File: src/rtl/reg_wb_scoreboard_pkg.sv
// Shared constants and types for the register write-back scoreboard.
// Imported by the arbiter and the scoreboard top.
package reg_wb_scoreboard_pkg;

    localparam int NREG = 16;
    localparam int AW   = 4;
    localparam int DW   = 32;

    typedef enum logic {
        WB_ALU = 1'b0,
        WB_LDR = 1'b1
    } wb_req_e;

endpackage

File: src/rtl/wb_rr_arb2.sv
// Two-requester round-robin arbiter for the register bank write port.
// The tie pointer moves only when both requesters collide.
module wb_rr_arb2
    import reg_wb_scoreboard_pkg::*;
(
    input  logic clk,
    input  logic rst_n,
    input  logic req_alu,
    input  logic req_ldr,
    output logic gnt_alu,
    output logic gnt_ldr
);

    wb_req_e ptr_q;
    wb_req_e ptr_d;

    // Grant a lone requester; on a tie grant the favoured side and flip.
    always_comb begin
        gnt_alu = 1'b0;
        gnt_ldr = 1'b0;
        ptr_d   = ptr_q;
        if (req_alu && req_ldr) begin
            if (ptr_q == WB_ALU) begin
                gnt_alu = 1'b1;
                ptr_d   = WB_LDR;
            end else begin
                gnt_ldr = 1'b1;
                ptr_d   = WB_ALU;
            end
        end else begin
            gnt_alu = req_alu;
            gnt_ldr = req_ldr;
        end
    end

    // Tie pointer register; after reset the ALU wins the first tie.
    always_ff @(posedge clk or negedge rst_n) begin
        if (!rst_n) begin
            ptr_q <= WB_ALU;
        end else begin
            ptr_q <= ptr_d;
        end
    end

endmodule

File: src/rtl/reg_wb_scoreboard.sv
// Register bank controller: busy scoreboard, issue hazard gate,
// write-port arbitration and a registered write to the bank.
module reg_wb_scoreboard
    import reg_wb_scoreboard_pkg::*;
(
    input  logic          clk,
    input  logic          rst_n,
    input  logic          issue_valid,
    input  logic [AW-1:0] issue_dest,
    input  logic          issue_wr,
    input  logic [AW-1:0] issue_src1,
    input  logic          issue_use1,
    input  logic [AW-1:0] issue_src2,
    input  logic          issue_use2,
    output logic          issue_ready,
    input  logic          alu_wb_valid,
    input  logic [AW-1:0] alu_wb_dest,
    input  logic [DW-1:0] alu_wb_data,
    output logic          alu_wb_ready,
    input  logic          ldr_wb_valid,
    input  logic [AW-1:0] ldr_wb_dest,
    input  logic [DW-1:0] ldr_wb_data,
    output logic          ldr_wb_ready,
    output logic          rf_we,
    output logic [AW-1:0] rf_waddr,
    output logic [DW-1:0] rf_wdata,
    output logic [AW:0]   pending_cnt,
    output logic          err_unexpected_wb
);

    logic [NREG-1:0] busy_q, busy_d;
    logic            rf_we_q, rf_we_d;
    logic [AW-1:0]   rf_waddr_q, rf_waddr_d;
    logic [DW-1:0]   rf_wdata_q, rf_wdata_d;
    logic [AW:0]     cnt_q, cnt_d;
    logic            err_q, err_d;

    logic            gnt_alu, gnt_ldr, wb_gnt, wb_ok;
    logic            issue_set;
    logic [AW-1:0]   wb_dest;
    logic [DW-1:0]   wb_data;

    wb_rr_arb2 u_arb (
        .clk     (clk),
        .rst_n   (rst_n),
        .req_alu (alu_wb_valid),
        .req_ldr (ldr_wb_valid),
        .gnt_alu (gnt_alu),
        .gnt_ldr (gnt_ldr)
    );

    // Hazard gate, grant mux and next-state for scoreboard and write port.
    always_comb begin
        issue_ready = 1'b1;
        if (issue_use1 && busy_q[issue_src1]) issue_ready = 1'b0;
        if (issue_use2 && busy_q[issue_src2]) issue_ready = 1'b0;
        if (issue_wr && busy_q[issue_dest])   issue_ready = 1'b0;
        issue_set = issue_valid && issue_ready && issue_wr;

        wb_gnt  = gnt_alu || gnt_ldr;
        wb_dest = gnt_alu ? alu_wb_dest : ldr_wb_dest;
        wb_data = gnt_alu ? alu_wb_data : ldr_wb_data;
        wb_ok   = wb_gnt && busy_q[wb_dest];

        // The committing register clears before the new issue sets;
        // they never collide because the issue is blocked by busy.
        busy_d = busy_q;
        if (rf_we_q)   busy_d[rf_waddr_q] = 1'b0;
        if (issue_set) busy_d[issue_dest] = 1'b1;

        rf_we_d    = wb_ok;
        rf_waddr_d = wb_ok ? wb_dest : rf_waddr_q;
        rf_wdata_d = wb_ok ? wb_data : rf_wdata_q;

        err_d = err_q || (wb_gnt && !busy_q[wb_dest]);

        cnt_d = cnt_q;
        if (issue_set && !rf_we_q && cnt_q != (AW+1)'(NREG)) begin
            cnt_d = cnt_q + 1'b1;
        end else if (!issue_set && rf_we_q && cnt_q != '0) begin
            cnt_d = cnt_q - 1'b1;
        end
    end

    // State registers; reset drops any grant still in flight.
    always_ff @(posedge clk or negedge rst_n) begin
        if (!rst_n) begin
            busy_q     <= '0;
            rf_we_q    <= 1'b0;
            rf_waddr_q <= '0;
            rf_wdata_q <= '0;
            cnt_q      <= '0;
            err_q      <= 1'b0;
        end else begin
            busy_q     <= busy_d;
            rf_we_q    <= rf_we_d;
            rf_waddr_q <= rf_waddr_d;
            rf_wdata_q <= rf_wdata_d;
            cnt_q      <= cnt_d;
            err_q      <= err_d;
        end
    end

    assign alu_wb_ready      = gnt_alu;
    assign ldr_wb_ready      = gnt_ldr;
    assign rf_we             = rf_we_q;
    assign rf_waddr          = rf_waddr_q;
    assign rf_wdata          = rf_wdata_q;
    assign pending_cnt       = cnt_q;
    assign err_unexpected_wb = err_q;

endmodule

File: config.mk
export PLATFORM = sky130hd
export DESIGN_NAME = reg_wb_scoreboard
export DESIGN_NICKNAME = d
export VERILOG_FILES = /design/src/rtl/reg_wb_scoreboard_pkg.sv /design/src/rtl/wb_rr_arb2.sv /design/src/rtl/reg_wb_scoreboard.sv
export SDC_FILE = /design/constraint.sdc
export NUM_CORES = 1
export LEC_CHECK = 0
export CAP_MARGIN = 10
export CORE_UTILIZATION = 42
export CTS_BUF_LIST = sky130_fd_sc_hd__clkbuf_8
export DETAILED_ROUTE_END_ITERATION = 10
export PLACE_DENSITY = 0.76
export SYNTH_ARGS = -nofsm -noshare
export SYNTH_HDL_FRONTEND = slang
export SYNTH_SLANG_ARGS = --single-unit
File: constraint.sdc
create_clock -name clk -period 3.1 [get_ports clk]
set_clock_uncertainty 0.15 [all_clocks]
set_input_delay 0.31 -clock clk [delete_from_list [all_inputs] [get_ports clk]]
set_output_delay 0.31 -clock clk [all_outputs]
set_load 0.02 [all_outputs]
After elaboration in Yosys (flattened, before gate mapping)
Index checks and enable logic that the tools add are counted.
{"block": "totals", "out_inout_bits": 46, "inputBits": 92, "elab_cells": 66, "register_bits": 60}
{"block": "op_classes", "eq_ne": 1, "bitwise_logic": 3, "n_reduce_logical": 21, "mux": 25, "add_sub_neg": 2, "order_cmp": 7}
{"op": "$mux 16", "n": 2}
{"op": "$mux 32", "n": 1}
{"op": "$lt 4x5->1 const B", "n": 5}
{"op": "$and 16x16->16", "n": 1}
{"op": "$bmux 1 s4", "n": 4}
{"op": "$not 16->16", "n": 1}
{"op": "$or 16x16->16", "n": 1}
{"op": "$logic_and 1x1->1", "n": 14}
{"op": "$mux 1", "n": 13}
{"op": "$mux 5", "n": 2}
{"op": "$demux 1 s4", "n": 2}
{"op": "$ge 4x1->1 const B", "n": 2}
{"op": "$add 5x1->5 const B", "n": 1}
{"op": "$ne 5x5->1 const B", "n": 1}
{"op": "$reduce_bool 5->1", "n": 1}
{"op": "$sub 5x1->5 const B", "n": 1}
{"op": "$mux 4", "n": 1}
{"op": "$logic_not 1->1", "n": 3}
{"op": "$logic_or 1x1->1", "n": 2}
{"op": "$reduce_bool 2->1", "n": 1}

Longest topological paths before layout
{"block": "depth", "ltp_word": 13, "mapped_depth": 16, "ltp_nobuf": 14}

By module
A second synthesis with hierarchy kept.
{"block": "unflattened", "cells_unflattened": 349, "hier_area_um2": 3570.9}
{"mod": "reg_wb_scoreboard", "area_each_um2": 3514.6, "n_inst": 1, "cells_per_inst": 343, "seq_area_each_um2": 1476.4}
{"mod": "wb_rr_arb2", "area_each_um2": 56.3, "n_inst": 1, "cells_per_inst": 6, "seq_area_each_um2": 25.0}

Worst setup path before layout
OpenSTA, ideal clock, no wires.
{"block": "synth_timing", "path_type": "input to register", "start": "input issue_src1[1]", "end": "register cnt_q[3], in the netlist pending_cnt[3]", "required_ns": 2.846, "slack_ns": -0.416, "path_stages": 16, "arrival_ns": 3.262, "setup_ns": 0.104, "n_path_buf": 2, "cell_sequence": "clkbuf_1 > mux4_2 > nand2b_1 > nand3_1 > nand4_1 > nor4_2 > buf_2 > nand2_1 > ha_1 > a21oi_1 > nand2_1 > xor2_1 > o21ai_0 > nand2_1 > nor2_1 > a221oi_1"}
{"block": "synth_between", "elab_chain_cells": 12, "word_cells_on_any_way": 15, "cone_classes": "mux (6); reduce/logical (9)"}
{"item": "start, declared", "line": "reg_wb_scoreboard.sv:11", "source": "input logic [AW-1:0] issue_src1,"}
{"item": "$bmux 1 s4 (*)", "line": "reg_wb_scoreboard.sv:55", "source": "if (issue_use1 && busy_q[issue_src1]) issue_ready = 1'b0;"}
{"item": "$mux 1 (implied by the code) (*)", "line": "reg_wb_scoreboard.sv:55"}
{"item": "$logic_and 1x1->1 (*)", "line": "reg_wb_scoreboard.sv:55"}
{"item": "$mux 1 (*)", "line": "reg_wb_scoreboard.sv:55"}
{"item": "$mux 1 (*)", "line": "reg_wb_scoreboard.sv:56", "source": "if (issue_use2 && busy_q[issue_src2]) issue_ready = 1'b0;"}
{"item": "$mux 1 (*)", "line": "reg_wb_scoreboard.sv:57", "source": "if (issue_wr && busy_q[issue_dest]) issue_ready = 1'b0;"}
{"item": "$logic_and 1x1->1 (*) (2 in a row)", "line": "reg_wb_scoreboard.sv:58", "source": "issue_set = issue_valid && issue_ready && issue_wr;"}
{"item": "$logic_not 1->1", "line": "reg_wb_scoreboard.sv:80", "source": "end else if (!issue_set && rf_we_q && cnt_q != '0) begin"}
{"item": "$logic_and 1x1->1 (2 in a row)", "line": "reg_wb_scoreboard.sv:80"}
{"item": "$reduce_bool 2->1 (no source line)"}
{"item": "end signal, assigned", "line": "reg_wb_scoreboard.sv:99", "source": "cnt_q <= cnt_d;"}
{"item": "end, declared", "line": "reg_wb_scoreboard.sv:35", "source": "logic [AW:0] cnt_q, cnt_d;"}
Mark *: on every way between the ends. The rest lies on a longest branch, timed or not. The select of a mux whose other input is x is not followed.
A chain may end at the register's enable or synchronous reset.

Worst setup path after layout
{"block": "layout_timing", "start": "input issue_src1[0]", "end": "register cnt_q[4], in the netlist pending_cnt[4]"}
Same word-level chain as after synthesis.

==> results.yml <==
outcome:
  status: "complete, but fails checks"
  violations: "DRC, setup timing"
timing:
  min_period_ps: 3236
  slew_headroom_pct: 67.82
  tightest_slew_ps: 479.3
  worst_hold_slack_ps: 263.6
  setup_ws_ps: -135.6
  finalHoldViolations: 0
  setup_viol: 3
  period_share_pct: 104.4
  drv_slew: 0
  rsz0062_at_grt: "yes"
  max_freq_mhz: 309.1
synth:
  synth-main-ff-cell: "dfrtp_1"
  synth_seq_cells: 60
  ys_types: 49
  synth_edf_count: 0
  synth_nets: 431
  synth_area_per_cell_um2: 11.63
  postSynthCellCount: 334
  yosysWarnings: 0
  ys_seq_area_share_pct: 38.66
  synth_area_um2: 3884
  async_reset_ff_share_pct: 100.0
route:
  drt_iter0_drc: 270
  drtPass1Iterations: 11
  viasPerCell: 5.491
  routed_wl_um: 11350
  wl_per_cell_um: 17.90
  drc_errors: 2
  ant_nets: 0
  route.vias.total: 3481
finish:
  final_common_cell: "clkdlybuf4s50_1"
  fill_cells: 664
  num_antenna_cells: 0
  layout_common_cells: "clkdlybuf4s50_1 (132), dfrtp_1 (57), buf_4 (47)"
  area_growth_pct: 56.70
  layout.nets: 618
  drive_gt1_share_pct: 33.08
  fin_util_pct: 68.78
  design_area_um2: 6086
  fin_cells: 634
global_route:
  gr-max-usage-layer: "met2"
  grt_pass1_wl_um: 17960
  grtUsageMet2_pct: 42.69
  grt_max_degree: 34
  grt_pass1_vias: 3558
  use_met3_pct: 4.581
  grt_overflow: 0
  grt_use_met1_pct: 28.92
  track_usage_pct: 23.79
  antenna_found_initial: 0
clock_tree:
  cts_buffer_depth: 2
  h-tree-depth: 3
  root_buffer: "clkbuf_8"
  clock_latency_ps: 330
  clk_pin_slew_worst_paths_ps: 70
  cts_sinks: 60
  cts_buffers: 9
  cts_tree: "done"
power_and_ir_drop:
  pwr-share-comb_pct: 56.7
  p_leak_nw: 2.556
  p_seq_share_pct: 28.5
  internal_power_w: 0.003361
  pwr-share-clk_pct: 14.9
  p_sw_w: 0.002093
  p_sw_share_pct: 38.38
  vdd_drop_max_uv: 549.2
  cellPowerDensity_nw_per_um2: 896.2
die:
  core_area_um2: 8848
  row_count: 34
  chipHeight_um: 98.16
  initial_core_util_pct: 43.89
  die-area_um2: 9635
  die-width_um: 98.16
  ios: 138
place:
  dpl.hpwl_um: 8494
  post-place-cells: 613
  dpl_cell_area_um2: 5714
  portBuffers: 137
  globalplace.congestion: 0.9101
flow_run:
  maxCapViolations: 0
worst_setup_path:
  r2r_end: "pending_cnt[4]"
  crit_fanout: 4
  endpoint_kind: "flip-flop"
  timing_worst_setup_path_type: "primary input to flip-flop"
  r2r_cells: 13
  regToRegStartpoint: "busy_q[11]"
  rrSetupSlack_ps: -130
  worst_ep_required_time_ps: 3150
  cp.arrival_ps: 3290
  startpoint_type: "primary input"
worst_hold_path:
  hp-class: "primary input to asynchronous set/reset pin"
registers in the layout, summed over array words and instances (netlist names):
name and cells:
u_arb.ptr_q 1, rf_waddr 4, rf_wdata 32, err_unexpected_wb 1
rf_we 1, busy_q 16, pending_cnt 5
routing by layer:
| layer | wire, um | part of all wire, % |
|---|---|---|
| met1 | 4532 | 40 |
| met2 | 6016 | 53 |
| met3 | 632 | 5.6 |
| met4 | 168 | 1.5 |
| met5 | 0 | 0 |
cell usage after synthesis (4+ instances only):
cell type	instances	area [um^2]
a21oi_1	8	40.04
clkbuf_1	9	33.78
dfrtp_1	60	1501
ha_1	4	50.05
inv_1	10	37.54
mux2_2	43	484.2
mux2_4	28	420.4
mux2i_1	16	160.2
mux4_2	11	247.7
nand2_1	13	48.80
nand2b_1	10	62.56
nand3_1	6	30.03
nand3b_1	5	37.54
nor2_1	16	60.06
nor2b_1	7	43.79
o21ai_0	33	165.2
or2_2	5	31.28
worst max-delay path by stage:
stage | from | endpoint | cells after the start
after global placement | issue_dest[3] | pending_cnt[3] | 15
after CTS | busy_q[11] | pending_cnt[3] | 15
after global routing | issue_src1[0] | pending_cnt[3] | 15
after detailed placement | issue_src1[1] | pending_cnt[4] | 15
final | issue_src1[0] | pending_cnt[4] | 13
after floorplan | issue_src1[1] | pending_cnt[3] | 16
metrics by stage:
step	TNS (ps)	power, W	setup WS (ps)
detailed placement	-2320	0.004470	-492.0
CTS	-80.05	0.005354	-43.13
global placement	-1824	0.004413	-384.2
finish	-250.2	0.005454	-135.6
floorplan	0	0.003153	2.730
global route	-651.0	0.005756	-264.5
power by group through the flow:
stage / Clock, W / Sequential (W) / Combinational [W]
after detailed placement: 0 / 0.00154 / 0.00293
after global routing: 0.000863 / 0.00161 / 0.00329
final: 0.000811 / 0.00155 / 0.00309
after CTS: 0.000829 / 0.00154 / 0.00298
after global placement: 0 / 0.00153 / 0.00288
after floorplan: 0 / 0.00180 / 0.00135
timing repair:
action	4_1_cts	5_1_grt
setup buffers	3	1
endpoints found under the setup margin	4	4
gates resized for setup	10	14
hold buffers	1	0
hold endpoints to repair	13	0
pin swaps	1	6
critical path: stages:
cell             delay, ps
clkdlybuf4s50_1        500
mux4_2                 500
o2111ai_1              190
nand4_1                230
nor4_4                 300
nand2_4                110
buf_4                  160
ha_4                   260
a21o_1                 150
a21oi_4                 70
or3_1                  300
mux2i_1                130
a22oi_1                100
cell type report:
type                       instances  area (um^2)  share of cell area [%]
timing repair buffer             189         1787                   29.36
multi-input combinational        251         2389                   39.25
clock inverter                     6        95.09                   1.562
sequential                        60         1505                   24.73
tap                              108        135.1                   2.220
clock buffer                      10        137.6                   2.262
inverter                          10        37.54                  0.6168
logic make-up after synthesis:
family                     count (synthesis)  synth area share (%)
muxes                                     98                 33.79
and+or+nand+nor                           77                 10.92
AOI/OAI and AO/OA                         67                 11.08
DFF                                       60                 38.66
buffers and inverters                     23                 2.835
adders and majority gates                  5                 1.804
xor gates and xnor gates                   4                0.9022
Power figures use the tool's default switching activity.
